==> src/rtl/stream_downsizer.sv <==
// Wide-to-narrow stream converter: one DW_OUT*SCALE word out as SCALE narrow beats.
// Define STREAM_DOWNSIZER_PARTIAL_EN to add s_lanes_i (beats per word minus one).
module stream_downsizer #(
   parameter  int DW_OUT     = 8,
   parameter  int SCALE      = 4,
   parameter  int BIG_ENDIAN = 0,
   localparam int IW         = (SCALE > 1) ? $clog2(SCALE) : 1
) (
   input  logic                    clk,
   input  logic                    rst,
   input  logic [DW_OUT*SCALE-1:0] s_data_i,
   input  logic                    s_valid_i,
   input  logic                    s_last_i,
`ifdef STREAM_DOWNSIZER_PARTIAL_EN
   input  logic [IW-1:0]           s_lanes_i,
`endif
   output logic                    s_ready_o,
   output logic [DW_OUT-1:0]       m_data_o,
   output logic                    m_valid_o,
   output logic                    m_last_o,
   input  logic                    m_ready_i
);

   logic [DW_OUT*SCALE-1:0] data_q, data_d;
   logic                    full_q, full_d;
   logic [IW-1:0]           idx_q, idx_d;
   logic [IW-1:0]           end_q, end_d;
   logic                    last_q, last_d;
   logic                    rst_blk_q;

   logic                    wr, rd, fin;
   logic [IW-1:0]           word_end;
   logic [DW_OUT-1:0]       lane_w [SCALE];

   for (genvar gi = 0; gi < SCALE; gi++) begin : g_lane
      assign lane_w[gi] = data_q[gi*DW_OUT +: DW_OUT];
   end

`ifdef STREAM_DOWNSIZER_PARTIAL_EN
   // Requests beyond the word width emit the whole word.
   always_comb begin
      word_end = s_lanes_i;
      if (int'(s_lanes_i) >= SCALE) word_end = IW'(SCALE - 1);
   end
`else
   assign word_end = IW'(SCALE - 1);
`endif

   always_comb begin
      data_d    = data_q;
      full_d    = full_q;
      idx_d     = idx_q;
      end_d     = end_q;
      last_d    = last_q;

      fin       = (idx_q == end_q);
      rd        = full_q & m_ready_i;
      s_ready_o = ~rst_blk_q & (~full_q | (rd & fin));
      wr        = s_valid_i & s_ready_o;

      // A new word may load on the same edge the previous final beat leaves.
      if (wr) begin
         data_d = s_data_i;
         last_d = s_last_i;
         idx_d  = '0;
         end_d  = word_end;
         full_d = 1'b1;
      end else if (rd) begin
         if (fin) full_d = 1'b0;
         else     idx_d  = idx_q + 1'b1;
      end
   end

   always_comb begin
      int sel;
      sel = (BIG_ENDIAN != 0) ? (SCALE - 1 - int'(idx_q)) : int'(idx_q);
      m_data_o = '0;
      for (int i = 0; i < SCALE; i++) begin
         if (sel == i) m_data_o = lane_w[i];
      end
   end

   assign m_valid_o = full_q;
   assign m_last_o  = full_q & last_q & fin;

   always_ff @(posedge clk) begin
      if (rst) begin
         data_q    <= '0;
         full_q    <= 1'b0;
         idx_q     <= '0;
         end_q     <= IW'(SCALE - 1);
         last_q    <= 1'b0;
         rst_blk_q <= 1'b1;
      end else begin
         data_q    <= data_d;
         full_q    <= full_d;
         idx_q     <= idx_d;
         end_q     <= end_d;
         last_q    <= last_d;
         rst_blk_q <= 1'b0;
      end
   end

endmodule

==> config.mk <==
export PLATFORM = sky130hd
export DESIGN_NAME = stream_downsizer
export DESIGN_NICKNAME = d
export VERILOG_FILES = /design/src/rtl/stream_downsizer.sv
export SDC_FILE = /design/constraint.sdc
export NUM_CORES = 1
export LEC_CHECK = 0
export CAP_MARGIN = 20
export CORE_UTILIZATION = 49
export DETAILED_ROUTE_END_ITERATION = 10
export HOLD_SLACK_MARGIN = 0.08
export PLACE_DENSITY = 0.76
export SYNTH_ARGS = -nofsm -noshare
export SYNTH_HDL_FRONTEND = slang
export SYNTH_SLANG_ARGS = --single-unit
==> constraint.sdc <==
create_clock -name clk -period 2.01 [get_ports clk]
set_input_delay 0.3015 -clock clk [delete_from_list [all_inputs] [get_ports clk]]
set_output_delay 0.3015 -clock clk [all_outputs]
set_load 0.03 [all_outputs]
# After elaboration in Yosys (flattened, before gate mapping)
# Index checks and enable logic that the tools add are counted.
# word_totals
register_bits	37
in_bits	37
output_inout_bits	11
wordCells	34
# classes
add_sub_neg	1
eq_ne	4
muxes	8
n_bitwise	10
reduce_logical	6
# ops
cell	count
8-bit two-way mux	4
1-bit bitwise AND	6
2-bit equality test, second input constant	3
1-bit two-way mux	4
2-bit AND reduction	2
2-bit nonzero test	2
1-bit NOT	3
2-bit by 1-bit adder with 2-bit output, second input constant	1
2-bit by 1-bit equality test with 1-bit output, second input constant	1
2-bit zero test	1
2-bit OR reduction	1
1-bit bitwise OR	1

# Logic depth before layout (Yosys ltp)
# logic_depth
ltp_word	7
ltp_mapped	7
mapped_depth_nobuf	5

# Least setup slack after synthesis
# Ideal clock, no wire load.
# synth_timing
path_kind	register to output
startpoint	register idx_q[0]
endpoint	output m_data_o[5]
arrival_time_ps	1382
required_ps	1709
slack_ps	327
stages_incl_launch_ff	8
path_buffers	2
cell_sequence	dfxtp_1 > inv_1 > ha_1 > clkbuf_1 > buf_2 > a21oi_1 > o21ai_0 > a22o_1
# synth_between
elab_chain_cells	5
word_cells_on_any_way	8
classes_between	3 x eq/ne; 4 x mux; 1 x reduce/logical
# synth_lines
element	line_no	rtl
from (decl)	26	logic [IW-1:0] idx_q, idx_d;
from (signal assigned)	97	idx_q <= idx_d;
2-bit zero test	79	if (sel == i) m_data_o = lane_w[i];
8-bit two-way mux (3 in a row)	79	
8-bit two-way mux (*)	79	
to (decl)	18	output logic [DW_OUT-1:0] m_data_o,
# Mark *: on every way between the ends. The rest lies on a longest branch, timed or not.

# Worst setup path in the final report
# layout_timing
startpoint	register idx_q[1]
endpoint	output m_data_o[0]
# Same word-level chain as after synthesis.

==> results by stage <==
Detailed routing:
- The pre-antenna-repair detailed-routing pass consisted of 4 iterations.
- Summing over every cut layer, the via total after detailed routing is 1531.
- The remaining routing DRC violations is 0.
- The routed wire length is 3.88 mm.
- The routed length per instance is 12.6 um.
- The via-per-instance ratio is 4.99.
- The post-route antenna net violation count is 0.
- The detailed router finished its first iteration with 49 violations.

Global route:
- Entering global routing, the biggest net connects 71 pins.
- The number of antenna violations at the first check in global routing is 0.
- After global routing the overflow that remains totals 0.
- The first global-routing pass estimated 6.36 mm of wire.
- The number of global-route vias before repair is 1384.
- For this run, the total global-route usage over all layers was measured as 0.195.

Clock network:
- The hold buffer count at CTS is 0.
- The master cell of the clock root buffer is sky130_fd_sc_hd__clkbuf_8.
- CTS saw 37 sinks.
- In this run, CTS created clock tree buffers numbering 5.
- The deepest clock path buffer count is 2.
- The total number of H-tree levels is 2.
- The latest clock arrival within the worst-skew pair is 0.28 ns.
- The clock transition at the register clock pins on the worst setup and hold paths after CTS is 0.07 ns.
- TritonCTS built the clock tree.

Power:
- For this design the ratio of total power to cell area is 614 nW/um^2.
- The post-layout total power is 0.00160 W.
- The peak supply drop is 0.000454 V.
- The leakage power is 0.964 nW.

Synthesis:
- The multiplexer area fraction after synthesis is 0.169.
- Counting every net in the synthesized netlist gives 258.
- The number of enable flip-flop cells after synthesis is 0.
- Dividing the synthesized area by the synthesized cell count gives 9.25 sq um.
- Of the total synthesized cell area, the portion taken by full adders, half adders and majority gates is 0.0249.
- After technology mapping, the gate count stands at 217.
- Of the total synthesized cell area, the portion taken by XOR and XNOR cells is 0.00436.
- The number of library cell types mapped by synthesis is 21.
- For this run, asynchronously set or reset flops after synthesis account for 0.
- The synthesized netlist occupies a cell area of 2010 sq um.
- The top flip-flop cell by instance count after synthesis is sky130_fd_sc_hd__dfxtp_1.
- Yosys printed 0 warnings.
- The number of flip-flops and latches in the synthesized netlist is 37.
- The sequential area share after synthesis is 0.369.
- Of the total synthesized cell area, the portion taken by AND, OR, NAND and NOR gates is 0.240.
- The main combinational cell family by area after synthesis is simple AND/OR/NAND/NOR gates.
- The share of the synthesized area in compound gates (AO/OA/AOI/OAI) was 0.109.

Critical path:
- In this design, the largest share of critical-path delay is due to compound AO/OA/AOI/OAI gates.
- At the worst endpoint, the arrival time is 1.69 ns.
- The signal on the critical path passes through inv_2, ha_4, buf_4, a21oi_1, o21ai_1, a22o_1, buf_4.
- By instance count, the cell type seen most on the critical path is sky130_fd_sc_hd__buf_4.
- The length in cells of the worst reg-to-reg path is 5.
- STA classifies the critical path startpoint as a flop.
- The endpoint required time on the critical path is 1.71 ns.
- The largest single stage delay on the critical path is 0.36 ns.
- STA classifies the critical path endpoint as an output port.
- The buffers plus inverters on the worst setup path is 3.
- By startpoint and endpoint, the worst setup path is classified as reg -> out.
- The cell count along the critical path is 7.
- In this run the worst path has a maximum fanout of 9.
- The slowest cell on the critical path is sky130_fd_sc_hd__dfxtp_4.

Timing:
- The number of max-slew violations in the final report was 0.
- The worst setup skew after layout is 0.00445 ns.
- The worst relative slew slack is 0.803.
- Based on the critical path, the design can be clocked at up to 502 MHz.
- For the pin with the worst max-slew slack, the measured transition is 0.292 ns.
- The count of final setup violators is 0.
- The final hold violation count is 0.
- Of the available clock period, the critical path in the final layout requires 0.991.
- The minimum clock period after layout is 1.99 ns.

Cells and area:
- In the final layout, the share of cells above drive strength 1 is 0.124.
- Leaving out fill and tap cells, the most frequent cell in the layout is sky130_fd_sc_hd__nand2b_1.
- The combined flip-flop and latch cell area is 746 sq um.
- The final layout contains 300 nets.
- Leaving out filler cells and counting taps, the final layout contains 307.
- Summing all multi-input logic gate instances after layout gives 1150 sq um.
- The area growth from synthesis to layout is 29.3%.
- The diode insertion count for antenna repair is 0.
- The library cells used most frequently in the layout, excluding fill and tap cells, are sky130_fd_sc_hd__nand2b_1, sky130_fd_sc_hd__clkdlybuf4s50_1, sky130_fd_sc_hd__dfxtp_1.
- The final-layout fill cell count is 326.

Floorplan:
- The number of top-level design ports is 48.
- The starting density of the core is 0.529.
- The die is 66.0 um tall.
- The area enclosed by the die boundary is 4360 sq um.
- The floorplan has 22 rows.
- The core outline area is 3800 sq um.
- The horizontal die dimension is 66.0 um.

Placement:
- The HPWL after detailed placement is 2.61 mm.
- The number of port buffers is 47.
- The congestion estimate from routability-driven global placement came to 0.814.
- In this run, placement finished with an instance count of 298.

Hold path:
- Counting instances, the worst hold path has a depth of 2.
- In this run the worst hold path is classified as reg -> reg.

Run:
- The tool flagged a number of max-cap violations equal to 0.

Run status:
- The run finished with clean final reports.
## synthesized netlist by cell type (all sizes together), types with 2 or more instances
cell	instances	area, sq um
nand2b	66	413
dfxtp	37	741
mux2i	34	340
a21oi	16	80.1
clkbuf	11	41.3
inv	10	37.5
a22o	8	70.1
nand2	8	30.0
o21ai	8	40.0
buf	6	87.6
ha	4	50.1
nor3	2	10.0
## timing repair
item | in CTS | in global routing
pin swaps | 0 | 1
endpoints found under the setup margin | 8 | 8
resized for setup | 3 | 13
hold endpoints to repair | 0 | 0
buffers inserted | 0 | 2
## stage by stage
step / utilization / setup slack [ns] / hold WS, ns / instance area [sq um] / setup TNS (ns)
after floorplan: - / 0.327 / 0.329 / 2010 / 0
after global placement: 0.645 / 0.203 / 0.462 / 2450 / 0
after detailed placement: 0.645 / 0.164 / 0.463 / 2450 / 0
after CTS: 0.670 / -0.0196 / 0.476 / 2540 / -0.0208
after global routing: 0.684 / -0.0468 / 0.499 / 2600 / -0.0468
final: 0.684 / 0.0180 / 0.473 / 2600 / 0
## state kept, by name (all words and copies together), names as in the netlist
register	count
data_q	32
idx_q	2
last_q	1
m_valid_o	1
rst_blk_q	1
## path summary, 6_finish.rpt
kind,startpoint,end,slack [ns]
worst max-delay path,idx_q[1]$_SDFFE_PP0P_,m_data_o[0],0.02
worst min-delay path,data_q[23]$_SDFFE_PP0P_,data_q[23]$_SDFFE_PP0P_,0.47
worst max register to register,idx_q[0]$_SDFFE_PP0P_,data_q[13]$_SDFFE_PP0P_,0.43
worst min register to register,data_q[23]$_SDFFE_PP0P_,data_q[23]$_SDFFE_PP0P_,0.47
## layer usage
| layer | share of wire | GRT usage |
|---|---|---|
| met5 | 0 | 0 |
| met2 | 0.46 | 0.311 |
| met3 | 0.050 | 0.0569 |
| met4 | 0.010 | 0.0638 |
| met1 | 0.48 | 0.250 |
## where the power goes
group | internal, W | switching [W] | leakage (nW) | total (W)
logic | 0.000168 | 0.000124 | 0.616 | 0.000292
registers | 0.000770 | 0.0000237 | 0.304 | 0.000794
clock network | 0.000272 | 0.000237 | 0.0443 | 0.000509
total | 0.00121 | 0.000385 | 0.964 | 0.00160
## cell families after synthesis
kind of cell,after synthesis
simple gates,80
flops,37
compound gates,34
mux,34
buf+inv,27
fa+ha+maj,4
xor+xnor,1
## worst reg2reg max path, stage by stage, from the launching register on
cell	delay, ns
sky130_fd_sc_hd__dfxtp_2	0.37
sky130_fd_sc_hd__ha_2	0.29
sky130_fd_sc_hd__a21boi_4	0.09
sky130_fd_sc_hd__nor3b_4	0.21
sky130_fd_sc_hd__buf_12	0.26
sky130_fd_sc_hd__mux2i_1	0.28
## cell type report
cell class	instances	area share
clock buffers	7	0.0332
flip-flops and latches	37	0.287
well taps	48	0.0231
multi-input cells	153	0.442
inverters	10	0.0145
repair buffers	52	0.200
No activity file was read; power rests on OpenSTA's default activity.
